<file path="src/rtl/viterbi_pkg.sv">
// Shared types and constants for the hard-decision K=3 Viterbi decoder:
// controller state encoding, default frame geometry and trellis node labels.
package viterbi_pkg;

   typedef enum logic [2:0] {
      ST_IDLE   = 3'd0,
      ST_ACS    = 3'd1,
      ST_SELECT = 3'd2,
      ST_TRBK   = 3'd3,
      ST_OUT    = 3'd4
   } state_t;

   localparam int FRAME_LEN_DEF    = 8;
   localparam int SM_AW_DEF        = 3;
   localparam int TRBK_TIMEOUT_DEF = 16;
   localparam int FCNT_W_DEF       = 16;

   // Trellis nodes shared by ACS and traceback.
   localparam logic [1:0] S0 = 2'b00;
   localparam logic [1:0] S1 = 2'b01;
   localparam logic [1:0] S2 = 2'b10;
   localparam logic [1:0] S3 = 2'b11;

   function automatic int cnt_width(input int n);
      return (n > 1) ? $clog2(n) : 1;
   endfunction

endpackage

</file>
<file path="src/rtl/viterbi_frame_ctrl_if.sv">
// Symbol-stream, ACS/survivor/traceback control and output handshake bundle
// of the Viterbi frame controller; master is the controller side.
interface viterbi_frame_ctrl_if
   import viterbi_pkg::*;
#(
   parameter int SM_AW  = SM_AW_DEF,
   parameter int FCNT_W = FCNT_W_DEF
);
   logic              i_sym_valid;
   logic              o_sym_ready;
   logic              o_acs_en;
   logic              o_acs_clr;
   logic              o_sm_wr_en;
   logic [SM_AW-1:0]  o_sm_wr_addr;
   logic [SM_AW-1:0]  o_sm_rd_addr;
   logic              o_slt_load;
   logic              o_en_trbk;
   logic              i_trbk_done;
   logic              o_out_valid;
   logic              i_out_ready;
   logic              o_busy;
   logic              o_err;
   logic [FCNT_W-1:0] o_frame_cnt;

   modport master (
      input  i_sym_valid, i_trbk_done, i_out_ready,
      output o_sym_ready, o_acs_en, o_acs_clr, o_sm_wr_en, o_sm_wr_addr,
             o_sm_rd_addr, o_slt_load, o_en_trbk, o_out_valid, o_busy,
             o_err, o_frame_cnt
   );

   modport slave (
      output i_sym_valid, i_trbk_done, i_out_ready,
      input  o_sym_ready, o_acs_en, o_acs_clr, o_sm_wr_en, o_sm_wr_addr,
             o_sm_rd_addr, o_slt_load, o_en_trbk, o_out_valid, o_busy,
             o_err, o_frame_cnt
   );
endinterface

</file>
<file path="src/rtl/viterbi_stage_cnt.sv">
// Loadable up/down stage counter that saturates at both ends and flags
// when the count equals a supplied terminal value.
module viterbi_stage_cnt #(
   parameter int W = 3
) (
   input  logic         clk,
   input  logic         rst,
   input  logic         load,
   input  logic [W-1:0] load_val,
   input  logic         en,
   input  logic         dn,
   input  logic [W-1:0] tc_val,
   output logic [W-1:0] cnt,
   output logic         tc
);
   localparam logic [W-1:0] CNT_MAX = {W{1'b1}};
   localparam logic [W-1:0] CNT_MIN = {W{1'b0}};

   logic [W-1:0] cnt_r;
   logic [W-1:0] cnt_s;

   // Next count: load has priority, otherwise step toward the saturating bound.
   always_comb begin
      cnt_s = cnt_r;
      if (load) begin
         cnt_s = load_val;
      end else if (en && dn && (cnt_r != CNT_MIN)) begin
         cnt_s = cnt_r - W'(1);
      end else if (en && !dn && (cnt_r != CNT_MAX)) begin
         cnt_s = cnt_r + W'(1);
      end else begin
         cnt_s = cnt_r;
      end
   end

   // Count register.
   always_ff @(posedge clk) begin
      if (!rst) begin
         cnt_r <= CNT_MIN;
      end else begin
         cnt_r <= cnt_s;
      end
   end

   assign cnt = cnt_r;
   assign tc  = (cnt_r == tc_val);

endmodule

</file>
<file path="src/rtl/viterbi_frame_ctrl.sv">
// Frame sequencer for the K=3 Viterbi decoder: steps ACS/survivor writes over
// FRAME_LEN symbols, then drives best-node select, traceback and byte output.
module viterbi_frame_ctrl
   import viterbi_pkg::*;
#(
   parameter int FRAME_LEN    = FRAME_LEN_DEF,
   parameter int SM_AW        = SM_AW_DEF,
   parameter int TRBK_TIMEOUT = TRBK_TIMEOUT_DEF,
   parameter int FCNT_W       = FCNT_W_DEF
) (
   input  logic                 clk,
   input  logic                 rst,
   viterbi_frame_ctrl_if.master bus
);
   localparam int               TMO_W    = cnt_width(TRBK_TIMEOUT);
   localparam logic [SM_AW-1:0] LAST_IDX = SM_AW'(FRAME_LEN - 1);
   localparam logic [SM_AW-1:0] IDX_ZERO = {SM_AW{1'b0}};
   localparam logic [TMO_W-1:0] TMO_LAST = TMO_W'(TRBK_TIMEOUT - 1);
   localparam logic [TMO_W-1:0] TMO_ZERO = {TMO_W{1'b0}};

   state_t            state_r;
   state_t            state_s;
   logic              sym_ready_s;
   logic              accept_s;
   logic              last_sym_s;
   logic              tmo_hit_s;
   logic              rd_zero_s;
   logic              frame_done_s;
   logic              timeout_s;
   logic              wr_load_s;
   logic [SM_AW-1:0]  wr_cnt_s;
   logic [SM_AW-1:0]  rd_cnt_s;
   logic [TMO_W-1:0]  tmo_cnt_s;
   logic [FCNT_W-1:0] frame_cnt_r;
   logic              err_r;

   // Ready only depends on state and reset, never on the output handshake.
   assign sym_ready_s  = rst & ((state_r == ST_IDLE) | (state_r == ST_ACS));
   assign accept_s     = sym_ready_s & bus.i_sym_valid;
   assign frame_done_s = (state_r == ST_TRBK) & bus.i_trbk_done;
   assign timeout_s    = (state_r == ST_TRBK) & ~bus.i_trbk_done & tmo_hit_s;
   assign wr_load_s    = (accept_s & last_sym_s) | ~((state_r == ST_IDLE) | (state_r == ST_ACS));

   viterbi_stage_cnt #(.W(SM_AW)) u_wr_cnt (
      .clk(clk), .rst(rst), .load(wr_load_s), .load_val(IDX_ZERO),
      .en(accept_s), .dn(1'b0), .tc_val(LAST_IDX), .cnt(wr_cnt_s), .tc(last_sym_s)
   );

   viterbi_stage_cnt #(.W(SM_AW)) u_rd_cnt (
      .clk(clk), .rst(rst), .load(state_r == ST_SELECT), .load_val(LAST_IDX),
      .en((state_r == ST_TRBK) & ~rd_zero_s), .dn(1'b1), .tc_val(IDX_ZERO),
      .cnt(rd_cnt_s), .tc(rd_zero_s)
   );

   viterbi_stage_cnt #(.W(TMO_W)) u_tmo_cnt (
      .clk(clk), .rst(rst), .load(state_r == ST_SELECT), .load_val(TMO_ZERO),
      .en(state_r == ST_TRBK), .dn(1'b0), .tc_val(TMO_LAST),
      .cnt(tmo_cnt_s), .tc(tmo_hit_s)
   );

   // State register.
   always_ff @(posedge clk) begin
      if (!rst) begin
         state_r <= ST_IDLE;
      end else begin
         state_r <= state_s;
      end
   end

   // Next-state logic; a done in the timeout cycle still completes the frame.
   always_comb begin
      state_s = state_r;
      case (state_r)
         ST_IDLE: begin
            if (accept_s && last_sym_s) state_s = ST_SELECT;
            else if (accept_s)          state_s = ST_ACS;
            else                        state_s = ST_IDLE;
         end
         ST_ACS: begin
            if (accept_s && last_sym_s) state_s = ST_SELECT;
            else                        state_s = ST_ACS;
         end
         ST_SELECT: state_s = ST_TRBK;
         ST_TRBK: begin
            if (bus.i_trbk_done) state_s = ST_OUT;
            else if (tmo_hit_s)  state_s = ST_IDLE;
            else                 state_s = ST_TRBK;
         end
         ST_OUT: begin
            if (bus.i_out_ready) state_s = ST_IDLE;
            else                 state_s = ST_OUT;
         end
         default: state_s = ST_IDLE;
      endcase
   end

   // Strobes and addresses decoded from state and counters, silenced in reset.
   always_comb begin
      bus.o_sym_ready  = sym_ready_s;
      bus.o_acs_en     = accept_s;
      bus.o_acs_clr    = accept_s & (state_r == ST_IDLE);
      bus.o_sm_wr_en   = accept_s;
      bus.o_sm_wr_addr = wr_cnt_s;
      bus.o_slt_load   = rst & (state_r == ST_SELECT);
      bus.o_en_trbk    = rst & (state_r == ST_TRBK);
      bus.o_out_valid  = rst & (state_r == ST_OUT);
      bus.o_busy       = rst & (state_r != ST_IDLE);
      bus.o_err        = err_r;
      bus.o_frame_cnt  = frame_cnt_r;
      if (state_r == ST_TRBK) begin
         bus.o_sm_rd_addr = rd_cnt_s;
      end else begin
         bus.o_sm_rd_addr = IDX_ZERO;
      end
   end

   // Completed-frame counter and sticky traceback-timeout flag.
   always_ff @(posedge clk) begin
      if (!rst) begin
         frame_cnt_r <= {FCNT_W{1'b0}};
         err_r       <= 1'b0;
      end else begin
         if (frame_done_s) frame_cnt_r <= frame_cnt_r + FCNT_W'(1);
         else              frame_cnt_r <= frame_cnt_r;
         if (timeout_s) err_r <= 1'b1;
         else           err_r <= err_r;
      end
   end

endmodule

</file>
<file path="src/flat_wrapper.sv">
// flat-port wrapper written by rule: the top's interface ports become plain ports
module viterbi_frame_ctrl_flat import viterbi_pkg::*;
#(
   parameter int FRAME_LEN    = FRAME_LEN_DEF,
   parameter int SM_AW        = SM_AW_DEF,
   parameter int TRBK_TIMEOUT = TRBK_TIMEOUT_DEF,
   parameter int FCNT_W       = FCNT_W_DEF
)
  (clk, rst, bus_i_sym_valid, bus_i_trbk_done, bus_i_out_ready, bus_o_sym_ready, bus_o_acs_en, bus_o_acs_clr, bus_o_sm_wr_en, bus_o_sm_wr_addr, bus_o_sm_rd_addr, bus_o_slt_load, bus_o_en_trbk, bus_o_out_valid, bus_o_busy, bus_o_err, bus_o_frame_cnt);
  viterbi_frame_ctrl_if #(.SM_AW(SM_AW), .FCNT_W(FCNT_W)) bus_i ();
  input  logic clk;
  input  logic rst;
  input wire logic [$bits(bus_i.i_sym_valid)-1:0] bus_i_sym_valid;
  input wire logic [$bits(bus_i.i_trbk_done)-1:0] bus_i_trbk_done;
  input wire logic [$bits(bus_i.i_out_ready)-1:0] bus_i_out_ready;
  output wire logic [$bits(bus_i.o_sym_ready)-1:0] bus_o_sym_ready;
  output wire logic [$bits(bus_i.o_acs_en)-1:0] bus_o_acs_en;
  output wire logic [$bits(bus_i.o_acs_clr)-1:0] bus_o_acs_clr;
  output wire logic [$bits(bus_i.o_sm_wr_en)-1:0] bus_o_sm_wr_en;
  output wire logic [$bits(bus_i.o_sm_wr_addr)-1:0] bus_o_sm_wr_addr;
  output wire logic [$bits(bus_i.o_sm_rd_addr)-1:0] bus_o_sm_rd_addr;
  output wire logic [$bits(bus_i.o_slt_load)-1:0] bus_o_slt_load;
  output wire logic [$bits(bus_i.o_en_trbk)-1:0] bus_o_en_trbk;
  output wire logic [$bits(bus_i.o_out_valid)-1:0] bus_o_out_valid;
  output wire logic [$bits(bus_i.o_busy)-1:0] bus_o_busy;
  output wire logic [$bits(bus_i.o_err)-1:0] bus_o_err;
  output wire logic [$bits(bus_i.o_frame_cnt)-1:0] bus_o_frame_cnt;
  assign bus_i.i_sym_valid = bus_i_sym_valid;
  assign bus_i.i_trbk_done = bus_i_trbk_done;
  assign bus_i.i_out_ready = bus_i_out_ready;
  assign bus_o_sym_ready = bus_i.o_sym_ready;
  assign bus_o_acs_en = bus_i.o_acs_en;
  assign bus_o_acs_clr = bus_i.o_acs_clr;
  assign bus_o_sm_wr_en = bus_i.o_sm_wr_en;
  assign bus_o_sm_wr_addr = bus_i.o_sm_wr_addr;
  assign bus_o_sm_rd_addr = bus_i.o_sm_rd_addr;
  assign bus_o_slt_load = bus_i.o_slt_load;
  assign bus_o_en_trbk = bus_i.o_en_trbk;
  assign bus_o_out_valid = bus_i.o_out_valid;
  assign bus_o_busy = bus_i.o_busy;
  assign bus_o_err = bus_i.o_err;
  assign bus_o_frame_cnt = bus_i.o_frame_cnt;
  viterbi_frame_ctrl #(.FRAME_LEN(FRAME_LEN), .SM_AW(SM_AW), .TRBK_TIMEOUT(TRBK_TIMEOUT), .FCNT_W(FCNT_W)) u_core (.clk(clk), .rst(rst), .bus(bus_i));
endmodule
</file>
<file path="config.mk">
export PLATFORM = sky130hd
export DESIGN_NAME = viterbi_frame_ctrl_flat
export DESIGN_NICKNAME = d
export VERILOG_FILES = /design/src/rtl/viterbi_pkg.sv /design/src/rtl/viterbi_frame_ctrl_if.sv /design/src/rtl/viterbi_stage_cnt.sv /design/src/rtl/viterbi_frame_ctrl.sv /design/src/flat_wrapper.sv
export SDC_FILE = /design/constraint.sdc
export NUM_CORES = 1
export LEC_CHECK = 0
export ABC_CLOCK_PERIOD_IN_PS = 5200
export CORE_MARGIN = 2
export CORE_UTILIZATION = 54
export CTS_BUF_LIST = sky130_fd_sc_hd__clkbuf_2
export DETAILED_ROUTE_END_ITERATION = 7
export GPL_TIMING_DRIVEN = 0
export PLACE_DENSITY = 0.8
export SLEW_MARGIN = 5
export SYNTH_ARGS = -nofsm -noshare
export SYNTH_HDL_FRONTEND = slang
export SYNTH_HIERARCHICAL = 1
export SYNTH_SLANG_ARGS = --single-unit
</file>
<file path="constraint.sdc">
create_clock -name clk -period 5.2 [get_ports clk]
set_input_delay 1.3 -clock clk [delete_from_list [all_inputs] [get_ports clk]]
set_output_delay 1.3 -clock clk [all_outputs]
set_load 0.005 [all_outputs]
</file>
## Yosys cells after proc, flatten, opt, wreduce, memory -nomap -nowiden

Cells that the tools add are included.

| cells by class | value |
|---|---|
| equal/unequal tests | 8 |
| div/mod/pow operators | 0 |
| shift-type cells | 0 |
| reductions and logical operators | 11 |
| order comparisons | 0 |
| multiply operators | 0 |
| add/sub/neg operators | 4 |
| mux-type cells | 10 |
| bitwise logic cells | 18 |

Operators with widths:

| operator | count |
|---|---|
| 3-bit 2-to-1 mux | 6 |
| 16-bit by 1-bit adder with 16-bit output, second input constant | 1 |
| 3-bit case mux with 5 select lines | 1 |
| 1-bit bitwise AND | 12 |
| 3-bit by 2-bit == test with 1-bit output, second input constant | 2 |
| 3-bit == test, second input constant | 2 |
| 3-bit zero test | 2 |
| 3-bit nonzero test | 2 |
| 4-bit by 1-bit adder with 4-bit output, second input constant | 1 |
| 4-bit == test, second input constant | 1 |
| 1-bit logical AND | 4 |
| 2-bit 2-to-1 mux | 2 |
| 4-bit inequality test, second input constant | 1 |
| 1-bit inverter | 4 |
| 2-bit OR reduction | 2 |
| 3-bit by 1-bit adder with 3-bit output, second input constant | 1 |
| 3-bit by 1-bit == test with 1-bit output, second input constant | 1 |
| 3-bit inequality test, second input constant | 1 |
| 3-bit by 1-bit subtractor with 3-bit output, second input constant | 1 |
| 1-bit OR | 2 |
| 2-bit nonzero test | 1 |
| 1-bit 2-to-1 mux | 1 |

| storage, ports and cells | value |
|---|---|
| input port bits | 5 |
| output and inout bits | 31 |
| memories kept | 0 |
| bits in writable memories | 0 |
| register bits | 30 |
| bits in latches | 0 |
| bits in read-only memories | 0 |

## Logic depth before layout (Yosys ltp)

Gate-level depths: netlist of run 1.

| depth | value |
|---|---|
| word-level depth | 7 |
| gate-level depth with buffers | 11 |

## Modules after synthesis

Netlist of run 1, hierarchy kept.

Modules (own cells, without submodules):

| module | times used | cells an instance | area each (µm²) | seq. area each (µm²) |
|---|---|---|---|---|
| viterbi_frame_ctrl | 1 | 128 | 1024.7 | 400.4 |
| viterbi_stage_cnt (u_core.u_rd_cnt ...) | 2 | 34 | 292.8 | 60.1 |
| viterbi_stage_cnt (u_core.u_tmo_cnt) | 1 | 44 | 386.6 | 80.1 |

## Least setup slack after synthesis of run 1

No wires, ideal clock.

| timing | value |
|---|---|
| path type | input port to output port |
| start point | input bus_i_sym_valid |
| end point | output bus_o_sm_wr_en |
| path slack | 1.729 ns |
| arrival | 2.171 ns |
| cell stages on the path | 3 |
| cell sequence | nand2_1 nor3_1 buf_4 |

| on the way | value |
|---|---|
| word-level cells in the longest chain between the ends | 1 |

RTL lines:

| what | line | text |
|---|---|---|
| start: declaration | flat_wrapper.sv:13 | `input wire logic [$bits(bus_i.i_sym_valid)-1:0] bus_i_sym_valid;` |
| 1-bit bitwise AND | viterbi_frame_ctrl.sv:39 | `assign accept_s = sym_ready_s & bus.i_sym_valid;` |
| end: declaration | flat_wrapper.sv:19 | `output wire logic [$bits(bus_i.o_sm_wr_en)-1:0] bus_o_sm_wr_en;` |

No other way between the ends.

## Worst setup path after layout of run 1

| timing | value |
|---|---|
| start point | input rst |
| end point | output bus_o_sm_wr_en |

| on the way | value |
|---|---|
| word-level cells in the longest chain between the ends | 2 |

RTL lines:

| what | line | text |
|---|---|---|
| start: declaration | flat_wrapper.sv:12 | `input logic rst;` |
| 1-bit bitwise AND | viterbi_frame_ctrl.sv:38 | `assign sym_ready_s = rst & ((state_r == ST_IDLE) \| (state_r == ST_ACS));` |
| 1-bit bitwise AND | viterbi_frame_ctrl.sv:39 |  |

No other way between the ends.

==> impl_metrics.toml, run 1 <==
[timing]
setup_viol = 0
max_freq_ghz = 0.204
min_period_ns = 4.90
period_share_pct = 94.3
drv_slew = 0
relSlewSlack_pct = 40.6
tightest_slew_ns = 0.889
clock_skew_ns = 0.0163
rsz0062_at_grt = "false"
hold_violations = 0

[critical_path]
worstPathArrival_ns = 3.60
startpoint_type = "input port"
path_common_cell = "clkdlybuf4s50_1"
slowest_delay_ns = 0.92
cpMaxStageDelayCell = "clkdlybuf4s50_1"
endpoint_kind = "primary output"
cp_max_fo = 21
worstSetupPathType = "input port to primary output"
crit_chain = "clkdlybuf4s50_1 -> nand2_1 -> nor3_2 -> buf_4 -> clkdlybuf4s50_1"
worstPathRequired_ns = 3.90

[synthesis]
synthFlopType = "dfxtp_1"
syn_inst = 240
synth.most_common_cell = "dfxtp_1"
ys_seq_area_share_pct = 30.1
yosys.cell_types.count = 55
async_reset_ff_share_pct = 0
ys_top_cells_by_area = "dfxtp_1 30%, xor2_1 5.3%, nand3_1 4.0%"
netlist.area_leader.share_pct = 30.1
yosys_warnings = 6
synth.avg_cell_area_sq_um = 8.32
netlist_area_sq_um = 2000
synth_seq_cells = 30
synth_common_cells = "30 x dfxtp_1, 21 x inv_1, 16 x nand2_1, 16 x nand3_1"
yosys.area.top_type = "dfxtp_1"
synth_edf_count = 0

[global_routing]
grt_pass1_vias = 1687
grt_max_degree = 22
grt_antenna_before_repair = 0
grt_overflow = 0
grtUsageTotal_pct = 22.4
grt_pass1_wl_um = 7370

[final_layout]
antenna_cells = 0
fin_util_pct = 72.3
fin_cells = 366
area_delta_synth_final_pct = 30.6
drive_gt1_share_pct = 8.18
num-nets-final = 328

[route]
drt-pass1-iter-count = 4
drt_iter0_markers = 126
routed_wl_um = 4480
drc_errors = 0
vias_per_cell = 5.20
postRouteAntennaNets = 0
wl_per_cell_um = 12.2
vias = 1902

[power_and_ir_drop]
peakVddDrop_uv = 172
power_density_nw_per_um2 = 182
p_leak_nw = 1.04
p_total_mw = 0.474

[clock_tree]
cts-root-buf = "clkbuf_2"
clock_latency_ns = 0.37
post_cts_resized = 1
htree_levels = 2
cts-buffers-inserted = 5
clk_pin_slew_ns = 0.17
ctsHoldBuffers = 0
postCtsSetupBuffers = 0
clockBufferDepth = 2
cts.sinks = 30
cts_tree = "yes"

[floorplanning]
die_w_um = 64.8
core_sq_um = 3610
start_util_pct = 55.4
dieHeight_um = 64.8
rows = 22
dieArea_sq_um = 4200
pin_count = 36

[placement]
place.gp.congestion = 0.799
dp_hpwl_um = 3170
port_buffers = 35
dp.cells = 358

[job]
cap_violations = 0

[run_status]
status = "complete, no violations"

[hold_path]
min_path_type = "flip-flop to flip-flop"
final timing paths:
path / end / slack [ns] / startpoint / cells past startpoint
setup reg to reg: u_core/u_rd_cnt/cnt[1] / 2.67 / u_core/state_r[1] / 9
hold reg to reg: u_core/bus.o_frame_cnt[13] / 0.49 / u_core/bus.o_frame_cnt[13] / 2
hold / removal: u_core/bus.o_frame_cnt[13] / 0.49 / u_core/bus.o_frame_cnt[13] / 2
setup / recovery: bus_o_sm_wr_en / 0.30 / rst / 5
cells in the final DEF, fill, tap and decap left out, types with 3 or more instances in the layout:
cell / n
a21oi_1: 15
a31oi_1: 3
and2_1: 4
clkbuf_1: 3
clkbuf_2: 5
clkdlybuf4s50_1: 35
conb_1: 37
dfxtp_1: 30
fa_1: 3
ha_1: 3
inv_1: 21
nand2_1: 16
nand3_1: 16
nand3b_1: 3
nor2_1: 15
nor3_1: 7
nor4_1: 5
o211a_1: 4
o21ai_0: 11
or3_1: 6
or3b_1: 4
xnor2_1: 8
xor2_1: 12
metal layers:
layer	part of all wire [%]	GRT usage, %	wire, um	vias up
met5	0	0	0	-
met3	4.6	5.90	205	5
met2	48	38.8	2160	41
met4	0.74	6.65	33	0
li1	-	-	-	981
met1	46	26.9	2080	875
kinds of logic after synthesis:
family | count (synthesis) | synth area share, %
buffers and inverters | 28 | 5.95
adder cells (fa/ha/maj) | 6 | 4.89
AND/OR/NAND/NOR | 98 | 28.9
flip-flops | 30 | 30.1
other | 2 | 0.376
multiplexers | 2 | 1.00
XOR/XNOR | 20 | 8.77
AO/OA/AOI/OAI | 54 | 20.0
power breakdown:
part	internal [mW]	total, mW	switching (mW)
sequential	0.234	0.241	0.00646
clock	0.0799	0.168	0.0881
combinational	0.0304	0.0654	0.0350
total	0.345	0.474	0.130
metrics by stage:
step	setup TNS (ns)	hold WS [ns]	worst slack, ns	area [sq um]
after floorplan	0	0.461	1.73	2130
after global placement	0	0.467	0.0243	2540
after detailed placement	-0.00234	0.478	-0.00234	2540
after CTS	0	0.499	0.293	2610
after global routing	0	0.525	0.109	2610
final	0	0.493	0.296	2610
registers in the layout (all words and copies together), names as in the netlist:
signal and count:
u_core/bus.o_err 1, u_core/u_wr_cnt/cnt 3, u_core/bus.o_frame_cnt 16, u_core/u_rd_cnt/cnt 3, u_core/state_r 3, u_core/u_tmo_cnt/cnt 4
area by class of cell:
type / instances / area, sq um
clock inverters: 3 / 40.0
repair buffers: 35 / 350
multi-input cells: 217 / 1410
clock buffers: 5 / 25.0
well taps: 48 / 60.1
flip-flops and latches: 30 / 601
plain buffers: 7 / 40.0
inverters: 21 / 78.8
fillers: 315 / 997
critical path, delay by kind of cell:
family,cells,cell delay (ns)
buffers and inverters,3,1.60
and+or+nand+nor,2,0.69
Power figures use the tool's default switching activity.
==> run 2, diff against run 1 <==
==> constraint.sdc (replaced) <==
create_clock -name clk -period 5.2 [get_ports clk]
set_input_delay 1.3 -clock clk [delete_from_list [all_inputs] [get_ports clk]]
set_output_delay 1.3 -clock clk [all_outputs]
set_load 0.01 [all_outputs]
==> results of run 2 <==
Same layout as run 1 (identical final DEF). Status: complete, no violations.
Main changes from that run: setup slack after placement -0.00234 ns -> -0.0378 ns; setup slack after layout 0.296 ns -> 0.260 ns; total power 0.474 mW -> 0.476 mW
